<file path="config.mk">
export PLATFORM = sky130hd
export DESIGN_NAME = mult_ctrl
export DESIGN_NICKNAME = d
export VERILOG_FILES = /design/src/rtl/mul_pkg.sv /design/src/rtl/mult_ctrl.sv
export SDC_FILE = /design/constraint.sdc
export NUM_CORES = 1
export LEC_CHECK = 0
export ABC_AREA = 0
export CAP_MARGIN = 0
export CORE_ASPECT_RATIO = 0.9
export CORE_MARGIN = 8
export CORE_UTILIZATION = 45
export CTS_CLUSTER_DIAMETER = 200
export DETAILED_ROUTE_END_ITERATION = 16
export PLACE_DENSITY = 0.81
export SYNTH_ARGS = -nofsm -noshare
export SYNTH_HDL_FRONTEND = slang
export SYNTH_SLANG_ARGS = --single-unit
</file>
<file path="constraint.sdc">
create_clock -name clk -period 4.4 [get_ports clk]
set_input_delay 0.88 -clock clk [delete_from_list [all_inputs] [get_ports clk]]
set_output_delay 0.88 -clock clk [all_outputs]
set_load 0.02 [all_outputs]
</file>
<file path="src/rtl/mul_pkg.sv">
// Shared constants and state encoding for the execute-stage multiplier and its controller.
package mul_pkg;
  localparam int WIDTH = 32;
  localparam int LAT   = 2;

  typedef enum logic [1:0] {
    IDLE = 2'd0,
    RUN  = 2'd1,
    DONE = 2'd2
  } mul_state_e;
endpackage

</file>
<file path="src/rtl/mult_ctrl.sv">
// MULT/MULTU sequencer: holds operands for the pipelined signed multiplier,
// fixes up the signed product for MULTU and owns HI/LO, including MTHI/MTLO.
module mult_ctrl
  import mul_pkg::*;
#(
  parameter int W = WIDTH,
  parameter int L = LAT
) (
  input  logic           clk,
  input  logic           reset,
  input  logic           start,
  input  logic           is_signed,
  input  logic [W-1:0]   op_a,
  input  logic [W-1:0]   op_b,
  input  logic           mthi,
  input  logic           mtlo,
  input  logic [W-1:0]   wdata,
  output logic [W-1:0]   mul_a,
  output logic [W-1:0]   mul_b,
  input  logic [2*W-1:0] mul_z,
  output logic           busy,
  output logic           done,
  output logic [W-1:0]   hi,
  output logic [W-1:0]   lo
);
  localparam int CW = $clog2(L + 1);

  mul_state_e    state;
  logic [CW-1:0] cnt;
  logic          sgn_q;
  logic [W-1:0]  hi_fix;

  // Signed-to-unsigned fixup: a negative-looking operand contributed
  // -2^W * other, so add the other operand back into the high half.
  always_comb begin
    hi_fix = mul_z[2*W-1:W];
    if (!sgn_q) begin
      hi_fix = mul_z[2*W-1:W]
             + (mul_a[W-1] ? mul_b : '0)
             + (mul_b[W-1] ? mul_a : '0);
    end
  end

  always_ff @(posedge clk) begin
    if (reset) begin
      state <= IDLE;
      cnt   <= '0;
      sgn_q <= 1'b0;
      mul_a <= '0;
      mul_b <= '0;
      busy  <= 1'b0;
      done  <= 1'b0;
      hi    <= '0;
      lo    <= '0;
    end else begin
      done <= 1'b0;
      case (state)
        IDLE, DONE: begin
          if (mthi) hi <= wdata;
          if (mtlo) lo <= wdata;
          if (start) begin
            mul_a <= op_a;
            mul_b <= op_b;
            sgn_q <= is_signed;
            cnt   <= '0;
            state <= RUN;
            busy  <= 1'b1;
          end else begin
            state <= IDLE;
            busy  <= 1'b0;
          end
        end
        RUN: begin
          if (mthi || mtlo) begin
            // A move to HI/LO wins over the in-flight multiply.
            if (mthi) hi <= wdata;
            if (mtlo) lo <= wdata;
            cnt   <= '0;
            state <= IDLE;
            busy  <= 1'b0;
          end else if (cnt == CW'(L)) begin
            hi    <= hi_fix;
            lo    <= mul_z[W-1:0];
            cnt   <= '0;
            state <= DONE;
            busy  <= 1'b0;
            done  <= 1'b1;
          end else begin
            cnt <= cnt + CW'(1);
          end
        end
        default: begin
          cnt   <= '0;
          state <= IDLE;
          busy  <= 1'b0;
        end
      endcase
    end
  end
endmodule

</file>
==> reports/qor.txt <==
===========================================================================
Maximum level of the CTS H-tree                                           4
Arrival time worst endpoint                                         4420 ps
Top flip-flop cell by instance count after synthesis                dfxtp_1
Maximum number of pins on one net before global-route repair             55
Sequential fraction of the synthesis area                             33.4%
Synthesized net count                                                  1236
Routed vias                                                            8347
Starting DRC count in detailed routing                                  655
CP Capture Point                                                     hi[29]
Post-Synthesis Cells                                                   1008
Share of post-route cells with drive strength above 1                 5.92%
Count of endpoints failing hold in the final timing report                0
Net total in the final layout                                          1499
Min-delay worst type                                           flop to flop
Part of the power in combinational logic                              23.0%
Fraction of power spent switching nets                                28.3%
Sequential Power Share                                                36.6%
Max Cap Viol                                                              0
Maximum fanout count along the critical path                              3
Largest voltage drop on the vdd net                                0.258 mV
Data required, critical path                                        4720 ps
Async SR Flop Fraction                                                   0%
Routability Congestion                                                0.883
Initial cell density of the core                                      45.8%
Power density over the cells                                    314 mW/mm^2
Clock network fraction of design power                                40.4%
Number of flops mapped to enable cells by yosys                           0
Number of filler instances in the final layout                         1479
Clock Sinks                                                             134
Worst Setup Path Type                                          input port to flop
# port buffers                                                          295
Setup clock skew after layout                                       9.72 ps
Clock-pin slew on the worst setup and hold paths                      60 ps
Cell internal power dissipation                                     2.66 mW
RSZ-0062 raised after global routing                                     no
Remaining design rule violation count                                     0
Post-CTS setup repair buffer count                                        0
Worst reg-to-reg path cell count                                         16
First-pass GRT wire length                                          45.1 mm
Horizontal die dimension                                             157 um
Reg2reg start                                                     mul_b[31]
HPWL after detailed placement                                       23.0 mm
Commonest non-fill, non-tap cell in the layout                 clkdlybuf4s50_1
Switching power total                                               1.05 mW
Number of synthesis warnings                                              0
Via count of the first global-routing pass                             8171
Number of top-level design ports                                        296
Most frequent cells in the layout                              clkdlybuf4s50_1 (294), nand2_1 (167), dfxtp_1 (133), a21oi_1 (131), nor2_1 (109)
Core outline area                                              0.0176 sq mm
Number of setup violations in the final report                            0
Worst setup startpoint                                            mul_z[33]
Register bit count reported by yosys                                    134
Relative slew slack                                                   33.9%
Placed cell count                                                      1492
Final period util                                                     93.2%
Cell at the root of the clock tree                                clkbuf_16
# resized after CTS                                                       0
Vert. Die Dim                                                        143 um
Status                                                         complete, no violations
Hold bufs inserted after CTS                                              0
Initial antenna violation count                                           1
Count of antenna-violating nets left after detailed routing               0
Via density                                                            5.47
Clock latency at the later pin of the worst-skew pair                420 ps
GRT Resource Usage Total                                              25.9%
Fmax                                                                244 MHz
Cell leakage power                                                  4.67 nW
Wire length reported by the detailed router                         29.6 mm
Minimum period implied by the final worst setup slack               4100 ps
Crit path capture type                                                 flop
Non-filler cells in the finished layout                                1525
Length of the first detailed-routing pass in iterations                   6
Clock tree from TritonCTS                                              done
Worst R2R End                                                        hi[29]
Global-route congestion overflow total                                    0
Cts bufs inserted                                                        17
Relative area change from synthesis to final layout                   46.9%
Final number of max-transition violations                                 0
Worst reg2reg setup slack                                            480 ps
Worst hold margin                                                    466 ps
Worst-margin pin slew                                                992 ps
Max Buffers Root-to-Sink                                                  2
FP Rows                                                                  46
Worst Setup Start Kind                                           input port
Synth Cell Area                                                0.00803 sq mm
Routed wire per std cell                                            19.4 um
Average footprint of a synthesized cell                          7.97 sq um
Distinct cell type count of the synthesized netlist                      65
Overall die area                                               0.0224 sq mm
===========================================================================
cells in the mapped netlist (3+ instances only):
master,n,area [sq um]
nor2_1,109,409
a211oi_1,25,188
and2_1,63,394
nand3_1,8,40.0
dfxtp_1,134,2680
clkbuf_1,58,218
and3_1,5,31.3
o22ai_1,26,163
nor2b_1,6,37.5
inv_1,12,45.0
nand2b_1,6,37.5
nand2_1,167,627
o21ai_0,21,105
nor3_1,19,95.1
a22oi_1,35,263
fa_1,32,641
o21a_1,3,22.5
o21ai_1,5,25.0
xnor2_1,13,114
a21oi_1,131,656
ha_1,30,375
a31oi_1,4,25.0
a32oi_1,3,26.3
nand3b_1,3,22.5
nand4_1,3,18.8
buf_2,4,20.0
o21bai_1,6,45.0
xor2_1,11,96.3
mux2i_1,6,60.1
buf_1,8,30.0
a21o_1,9,67.6
logic make-up after synthesis:
logic type / count (synthesis) / share of synthesized area [%]
simple gates: 404 / 23.0
compound gates: 294 / 23.5
flops: 134 / 33.4
buf+inv: 83 / 3.94
fa+ha+maj: 62 / 12.6
xor+xnor: 24 / 2.62
mux: 7 / 0.888
worst max-delay path, stage by stage:
cell and delay (ps):
clkdlybuf4s50_1 460, fa_1 580, ha_1 190, inv_1 60, fa_1 390, nand2b_1 200, a21oi_2 180, o21ai_2 100
o21a_1 190, o22ai_1 260, a311o_2 230, nand2_1 70, nor4b_1 270, a211oi_1 100, nor4_1 260
power groups by stage:
stage	Clock, mW	Combinational (mW)	Sequential, mW
final	1.50	0.855	1.36
after global routing	1.57	0.925	1.37
after CTS	1.52	0.855	1.36
after detailed placement	0	0.849	1.38
after global placement	0	0.838	1.38
after floorplan	0	0.339	1.46
through the flow:
stage	instance area, sq um	utilization, %	worst slack [ps]	setup TNS [ps]	total power, mW
3_3_place_gp	11200	63.6	61.7	0	2.22
3_5_place_dp	11200	63.6	-105	-105	2.23
4_1_cts	11800	67.2	328	0	3.73
5_1_grt	11800	67.2	74.2	0	3.86
2_1_floorplan	8030	-	751	0	1.79
6_report	11800	67.2	299	0	3.71
layout make-up:
class	count	area, sq um	area share (%)
repair buffers	314	3090	26.2
flip-flops and latches	134	2680	22.7
multi-input cells	791	5050	42.8
diodes	1	2.50	0.0212
clock buffers	22	484	4.10
clock inverters	10	144	1.22
inverters	13	48.8	0.413
well taps	240	300	2.54
flip-flops by register name, summed over array words and instances, names as in the netlist:
register  cells
hi           32
lo           32
mul_a        32
mul_b        32
cnt           2
state         2
done          1
sgn_q         1
per-layer routing:
| metal | routed length (um) | share of wire [%] | global-route usage, % |
|---|---|---|---|
| met5 | 0 | 0 | 0 |
| met4 | 680 | 2.3 | 8.69 |
| met3 | 3030 | 10 | 9.06 |
| met2 | 12900 | 43 | 38.8 |
| met1 | 13000 | 44 | 33.9 |
worst min-delay path by stage:
stage / end / startpoint / depth (start not counted)
detailed placement: mul_a[27] / mul_a[27] / 2
floorplan: cnt[0] / cnt[0] / 2
global route: mul_b[28] / mul_b[28] / 2
CTS: mul_a[27] / mul_a[27] / 2
global placement: mul_a[27] / mul_a[27] / 2
finish: mul_a[27] / mul_a[27] / 2
Note: power is estimated with default switching activity, not from simulation.
